$ cat config.mk
export PLATFORM = sky130hd
export DESIGN_NAME = pong_game_ctrl
export DESIGN_NICKNAME = d
export VERILOG_FILES = /design/src/rtl/pong_pkg.sv /design/src/rtl/pong_btn_edge.sv /design/src/rtl/pong_game_ctrl.sv
export SDC_FILE = /design/constraint.sdc
export NUM_CORES = 1
export LEC_CHECK = 0
export CAP_MARGIN = 30
export CORE_MARGIN = 4
export CORE_UTILIZATION = 57
export DETAILED_ROUTE_END_ITERATION = 10
export GPL_ROUTABILITY_DRIVEN = 0
export PLACE_DENSITY_LB_ADDON = 0.12
export SETUP_SLACK_MARGIN = 0.4
export SYNTH_ARGS = -nofsm -noshare
export SYNTH_HDL_FRONTEND = slang
export SYNTH_SLANG_ARGS = --single-unit
$ cat constraint.sdc
create_clock -name clk -period 2.6 [get_ports clk]
set_clock_uncertainty 0.05 [all_clocks]
set_input_delay 0.26 -clock clk [delete_from_list [all_inputs] [get_ports clk]]
set_output_delay 0.26 -clock clk [all_outputs]
set_load 0.02 [all_outputs]
$ cat src/rtl/pong_pkg.sv
// Shared types and constants for the PONG game datapath.
package pong_pkg;

  typedef enum logic [2:0] {
    ST_IDLE  = 3'd0,
    ST_SERVE = 3'd1,
    ST_PLAY  = 3'd2,
    ST_PAUSE = 3'd3,
    ST_POINT = 3'd4,
    ST_OVER  = 3'd5
  } state_t;

  localparam logic [1:0] WIN_NONE = 2'b00;
  localparam logic [1:0] WIN_L    = 2'b01;
  localparam logic [1:0] WIN_R    = 2'b10;

  localparam int unsigned SCREEN_W = 640;
  localparam int unsigned SCREEN_H = 480;
  localparam int unsigned CENTRE_X = 320;
  localparam int unsigned CENTRE_Y = 240;

  localparam int unsigned SCORE_W_DEF = 6;

endpackage

$ cat src/rtl/pong_btn_edge.sv
// Two-flop synchroniser plus rising-edge detector for a raw push button.
module pong_btn_edge (
  input  logic clk,
  input  logic rst,
  input  logic btn,
  output logic rise_c
);

  logic meta;
  logic sync;
  logic prev;

  always_ff @(posedge clk) begin
    if (rst) begin
      meta <= 1'b0;
      sync <= 1'b0;
      prev <= 1'b0;
    end else begin
      meta <= btn;
      sync <= meta;
      prev <= sync;
    end
  end

  // One-cycle pulse on the first synchronised cycle the button reads high.
  assign rise_c = sync & ~prev;

endmodule

$ cat src/rtl/pong_game_ctrl.sv
// PONG game-flow sequencer: serve/play/pause/point/over, scoring and flash.
// Optional PONG_WIN_BY_TWO_EN: a win additionally needs a lead of two points.
module pong_game_ctrl
  import pong_pkg::*;
#(
  parameter int unsigned WIN_SCORE    = 11,
  parameter int unsigned SERVE_FRAMES = 60,
  parameter int unsigned POINT_FRAMES = 90,
  parameter int unsigned SCORE_W      = SCORE_W_DEF
) (
  input  logic               clk,
  input  logic               rst,
  input  logic               frame_tick,
  input  logic               start_btn,
  input  logic               miss_l,
  input  logic               miss_r,
  output logic               run_en,
  output logic               ball_reset,
  output logic               serve_dir,
  output logic [SCORE_W-1:0] lscore,
  output logic [SCORE_W-1:0] rscore,
  output logic [1:0]         winner,
  output logic               flash,
  output logic [2:0]         state
);

  localparam int unsigned SERVE_LOAD = (SERVE_FRAMES == 0) ? 1 : SERVE_FRAMES;
  localparam int unsigned POINT_LOAD = (POINT_FRAMES == 0) ? 1 : POINT_FRAMES;
  localparam int unsigned MAX_LOAD   = (SERVE_LOAD > POINT_LOAD) ? SERVE_LOAD : POINT_LOAD;
  localparam int unsigned TIMER_W    = ($clog2(MAX_LOAD + 1) < 4) ? 4 : $clog2(MAX_LOAD + 1);

  localparam logic [TIMER_W-1:0] SERVE_INIT = TIMER_W'(SERVE_LOAD);
  localparam logic [TIMER_W-1:0] POINT_INIT = TIMER_W'(POINT_LOAD);
  localparam logic [SCORE_W-1:0] SCORE_TOP  = '1;
  localparam logic [SCORE_W-1:0] WIN_AT     = SCORE_W'(WIN_SCORE);

  state_t             st;
  logic [TIMER_W-1:0] timer;
  logic [TIMER_W-1:0] timer_dec;
  logic               timer_last;
  logic               start_ev;
  logic [SCORE_W-1:0] l_next;
  logic [SCORE_W-1:0] r_next;

  pong_btn_edge u_start (
    .clk    (clk),
    .rst    (rst),
    .btn    (start_btn),
    .rise_c (start_ev)
  );

  assign timer_dec  = timer - TIMER_W'(1);
  assign timer_last = (timer <= TIMER_W'(1));

  // Saturating post-point scores; only meaningful when exactly one miss is seen.
  assign l_next = (miss_r && lscore != SCORE_TOP) ? lscore + SCORE_W'(1) : lscore;
  assign r_next = (miss_l && rscore != SCORE_TOP) ? rscore + SCORE_W'(1) : rscore;

  function automatic logic [1:0] judge(input logic [SCORE_W-1:0] l, input logic [SCORE_W-1:0] r);
`ifdef PONG_WIN_BY_TWO_EN
    logic [SCORE_W:0] lw;
    logic [SCORE_W:0] rw;
    lw = {1'b0, l};
    rw = {1'b0, r};
    // A saturated score can no longer grow, so the leader takes it there.
    if (l == SCORE_TOP || r == SCORE_TOP) return (l > r) ? WIN_L : WIN_R;
    if (l >= WIN_AT && lw >= rw + (SCORE_W + 1)'(2)) return WIN_L;
    if (r >= WIN_AT && rw >= lw + (SCORE_W + 1)'(2)) return WIN_R;
`else
    if (l >= WIN_AT) return WIN_L;
    if (r >= WIN_AT) return WIN_R;
`endif
    return WIN_NONE;
  endfunction

  always_ff @(posedge clk) begin
    if (rst) begin
      st         <= ST_IDLE;
      timer      <= '0;
      lscore     <= '0;
      rscore     <= '0;
      run_en     <= 1'b0;
      ball_reset <= 1'b0;
      serve_dir  <= 1'b1;
      winner     <= WIN_NONE;
      flash      <= 1'b0;
    end else begin
      ball_reset <= 1'b0;
      case (st)
        ST_IDLE, ST_OVER: begin
          if (start_ev) begin
            st         <= ST_SERVE;
            timer      <= SERVE_INIT;
            ball_reset <= 1'b1;
            run_en     <= 1'b0;
            flash      <= 1'b0;
            lscore     <= '0;
            rscore     <= '0;
            winner     <= WIN_NONE;
            serve_dir  <= 1'b1;
          end
        end
        ST_SERVE: begin
          if (frame_tick) begin
            if (timer_last) begin
              st     <= ST_PLAY;
              run_en <= 1'b1;
            end else begin
              timer <= timer_dec;
            end
          end
        end
        ST_PLAY: begin
          if (miss_l && miss_r) begin
            st         <= ST_SERVE;
            timer      <= SERVE_INIT;
            ball_reset <= 1'b1;
            run_en     <= 1'b0;
          end else if (miss_l || miss_r) begin
            st        <= ST_POINT;
            timer     <= POINT_INIT;
            run_en    <= 1'b0;
            flash     <= POINT_INIT[3];
            lscore    <= l_next;
            rscore    <= r_next;
            serve_dir <= (r_next > l_next);
            winner    <= judge(l_next, r_next);
          end else if (start_ev) begin
            st     <= ST_PAUSE;
            run_en <= 1'b0;
          end
        end
        ST_PAUSE: begin
          if (start_ev) begin
            st     <= ST_PLAY;
            run_en <= 1'b1;
          end
        end
        ST_POINT: begin
          if (frame_tick) begin
            if (timer_last) begin
              if (winner != WIN_NONE) begin
                st    <= ST_OVER;
                flash <= 1'b1;
              end else begin
                st         <= ST_SERVE;
                timer      <= SERVE_INIT;
                ball_reset <= 1'b1;
                flash      <= 1'b0;
              end
            end else begin
              timer <= timer_dec;
              flash <= timer_dec[3];
            end
          end
        end
        default: begin
          st     <= ST_IDLE;
          timer  <= '0;
          run_en <= 1'b0;
          flash  <= 1'b0;
        end
      endcase
    end
  end

  assign state = st;

endmodule

==> summary.md <==
| Metric | Value |
|---|---|
| Finish-stage setup viols | `0` |
| CTS Hold Bufs | `0` |
| Clock tree sinks | `31` |
| Non-Filler Instances | `403` |
| FF+latch area | `647 um^2` |
| Setup TNS | `0 ns` |
| Final max-slew violation count | `0` |
| Hpwl dp | `4400 um` |
| Post-Route WL | `6690 um` |
| Cell Area, Synth | `2360 um^2` |
| Min-delay worst type | `flop to flop` |
| Worst-Skew Late Latency | `0.29 ns` |
| Largest net degree at the start of global routing | `33` |
| Worst Path Arrival | `2.28 ns` |
| Clock transition at the registers of the reported paths | `0.07 ns` |
| Detailed router's first-iteration violation count | `387` |
| Unrepaired setup endpoints after global routing | `true` |
| Final hold violation count | `0` |
| Routed length per placed instance | `16.6 um` |
| Crit path launch type | `flop` |
| Multi-input gate area | `1720 um^2` |
| Die area | `5240 um^2` |
| Setup WS post-layout | `0.439 ns` |
| Vias in the first global route | `2222` |
| Most frequent cells in the layout | `32 x nor2_1, 30 x a21oi_1, 30 x buf_4` |
| Adder-cell area share of the yosys netlist | `0.0529` |
| Placed cells | `377` |
| CTS Root Cell | `clkbuf_8` |
| CTS buffer count | `5` |
| Max FO, Critical Path | `7` |
| Largest family of logic cells by synthesized area | `compound AO/OA/AOI/OAI gates` |
| Fmax | `463 MHz` |
| Share of layout cells above drive strength 1 | `0.229` |
| Deepest clock path buffer count | `2` |
| Rel. slew slack | `0.623` |
| Gate Count Post-Synth | `307` |
| Global-route wire length before repair | `10800 um` |
| Diode count | `0` |
| Worst hold slack | `0.403 ns` |
| Final nets | `368` |
| First-pass detailed-route iteration total | `5` |
| CTS tree | `built` |
| Post-synth top area cell | `dfxtp_1` |
| Worst Tran Pin Value | `0.565 ns` |
| FF+latch count, synth | `31` |
| Register area share after synthesis | `0.262` |
| Async S/R FF share, synth | `0` |
| Htree depth | `2` |
| Gr usage total | `0.258` |
| Initial Util | `0.591` |
| Via density | `6.32` |
| Post-synthesis compound-gate area fraction | `0.283` |
| DIE HEIGHT | `72.4 um` |
| Kind of critical path | `flop to flop` |
| Warnings, synthesis | `0` |
| DR vias | `2545` |
| Post-Synth Simple-Gate Area | `0.274` |
| Mean Syn Cell Area | `7.70 um^2` |
| Mux contribution to synthesized area | `0.0381` |
| Status | `finished clean` |
| CP required | `2.72 ns` |
| CP endpoint kind | `flop` |
| Max-Cap Viols | `0` |
| Syn nets | `323` |
| Global route total overflow | `0` |
| CORE AREA | `4000 um^2` |
| Antenna-violating nets left | `0` |
| EDFF count, synth | `0` |
| Ratio of final minimum period to clock period | `0.831` |
| Post-Synth XOR/XNOR Area | `0.0259` |
| Fillers | `281` |
| Port Buffer Count | `26` |
| Synth cell types | `60` |
| Worst vdd ir | `0.433 mV` |
| Die W | `72.4 um` |
| Io pins | `27` |
| Area Growth Syn to Fin | `29.8%` |
| Commonest non-fill, non-tap cell in the layout | `nor2_1` |
| DR DRC count | `0` |
| Power per cell area | `378 nW/um^2` |
| Tmin final | `2.16 ns` |
| Synth Flop Type | `dfxtp_1` |
| Ranking of synthesized cells by area | `dfxtp_1 26%, a21oi_1 6.6%, ha_1 5.3%` |
| Initial antenna violation count | `0` |
| Lkg Pwr | `0.00110 uW` |
| Row count | `23` |
| DP Worst Slack | `0.158 ns` |
| Share of the synthesized area in the top cell type | `0.262` |
repair_timing:
item,in CTS,in global routing
setup buffers,6,12
setup endpoints to repair,1,7
pin swaps,4,14
gates cloned,0,0
resized for setup,4,17
power breakdown:
group	switching (uW)	internal [uW]	leakage, uW
Sequential	22.5	484	0.000258
Combinational	136	117	0.000794
Clock	188	212	0.0000459
Total	346	813	0.00110
layer usage:
metal,global-route usage,vias up,part of all wire
met2,0.377,143,0.45
met5,0,-,0
met4,0.109,0,0.020
met3,0.0402,14,0.081
met1,0.374,1166,0.45
li1,-,1222,-
worst paths after layout:
check	start	to	slack, ns	cells past startpoint
max	lscore[0]$_SDFFE_PP0P_	serve_dir$_SDFFE_PP1P_	0.44	10
min	u_start.meta$_SDFF_PP0_	u_start.sync$_SDFF_PP0_	0.40	1
min reg2reg	u_start.meta$_SDFF_PP0_	u_start.sync$_SDFF_PP0_	0.40	1
max reg2reg	lscore[0]$_SDFFE_PP0P_	serve_dir$_SDFFE_PP1P_	0.44	10
cells in the mapped netlist (all sizes together), types with 4 or more instances:
cell	number
a22oi	8
a211oi	5
and3	5
nand2	24
nor2	32
nand3	11
nand2b	11
o22ai	4
buf	11
nand4	6
a21oi	32
dfxtp	31
nor2b	6
inv	12
xnor2	4
nor3	11
ha	10
mux2	5
clkbuf	8
o21ai	21
cells by family after synthesis:
kind of cell | count (synthesis)
simple gates | 121
buf+inv | 31
xor+xnor | 7
fa+ha+maj | 10
flops | 31
compound gates | 99
mux | 8
flip-flops by register name, summed over array words and instances (netlist names):
signal	cells
u_start.meta	1
u_start.prev	1
rscore	6
state	3
u_start.sync	1
winner	2
ball_reset	1
run_en	1
lscore	6
timer	7
serve_dir	1
flash	1
critical path, stage by stage (launching register included):
cell,delay [ns]
dfxtp_4,0.40
ha_4,0.17
nand2_4,0.05
o21a_4,0.23
nand4_1,0.13
xor2_1,0.19
ha_1,0.29
nand3b_1,0.10
a31oi_1,0.09
nor4b_2,0.29
a221oi_2,0.05
per-stage QoR:
stage / util / total power (uW) / instance area [um^2]
6_report: 0.768 / 1160 / 3070
5_1_grt: 0.768 / 1210 / 3070
4_1_cts: 0.727 / 1150 / 2910
3_5_place_dp: 0.689 / 754 / 2760
3_3_place_gp: 0.689 / 748 / 2760
2_1_floorplan: - / 693 / 2430
final cells by class:
class	instances	area share
Multi-Input combinational cell	245	0.560
Sequential cell	31	0.211
Timing Repair Buffer	57	0.165
Clock buffer	7	0.0281
Clock inverter	1	0.00122
Tap cell	50	0.0204
Inverter	12	0.0147
Note: power is estimated with default switching activity, not from simulation.
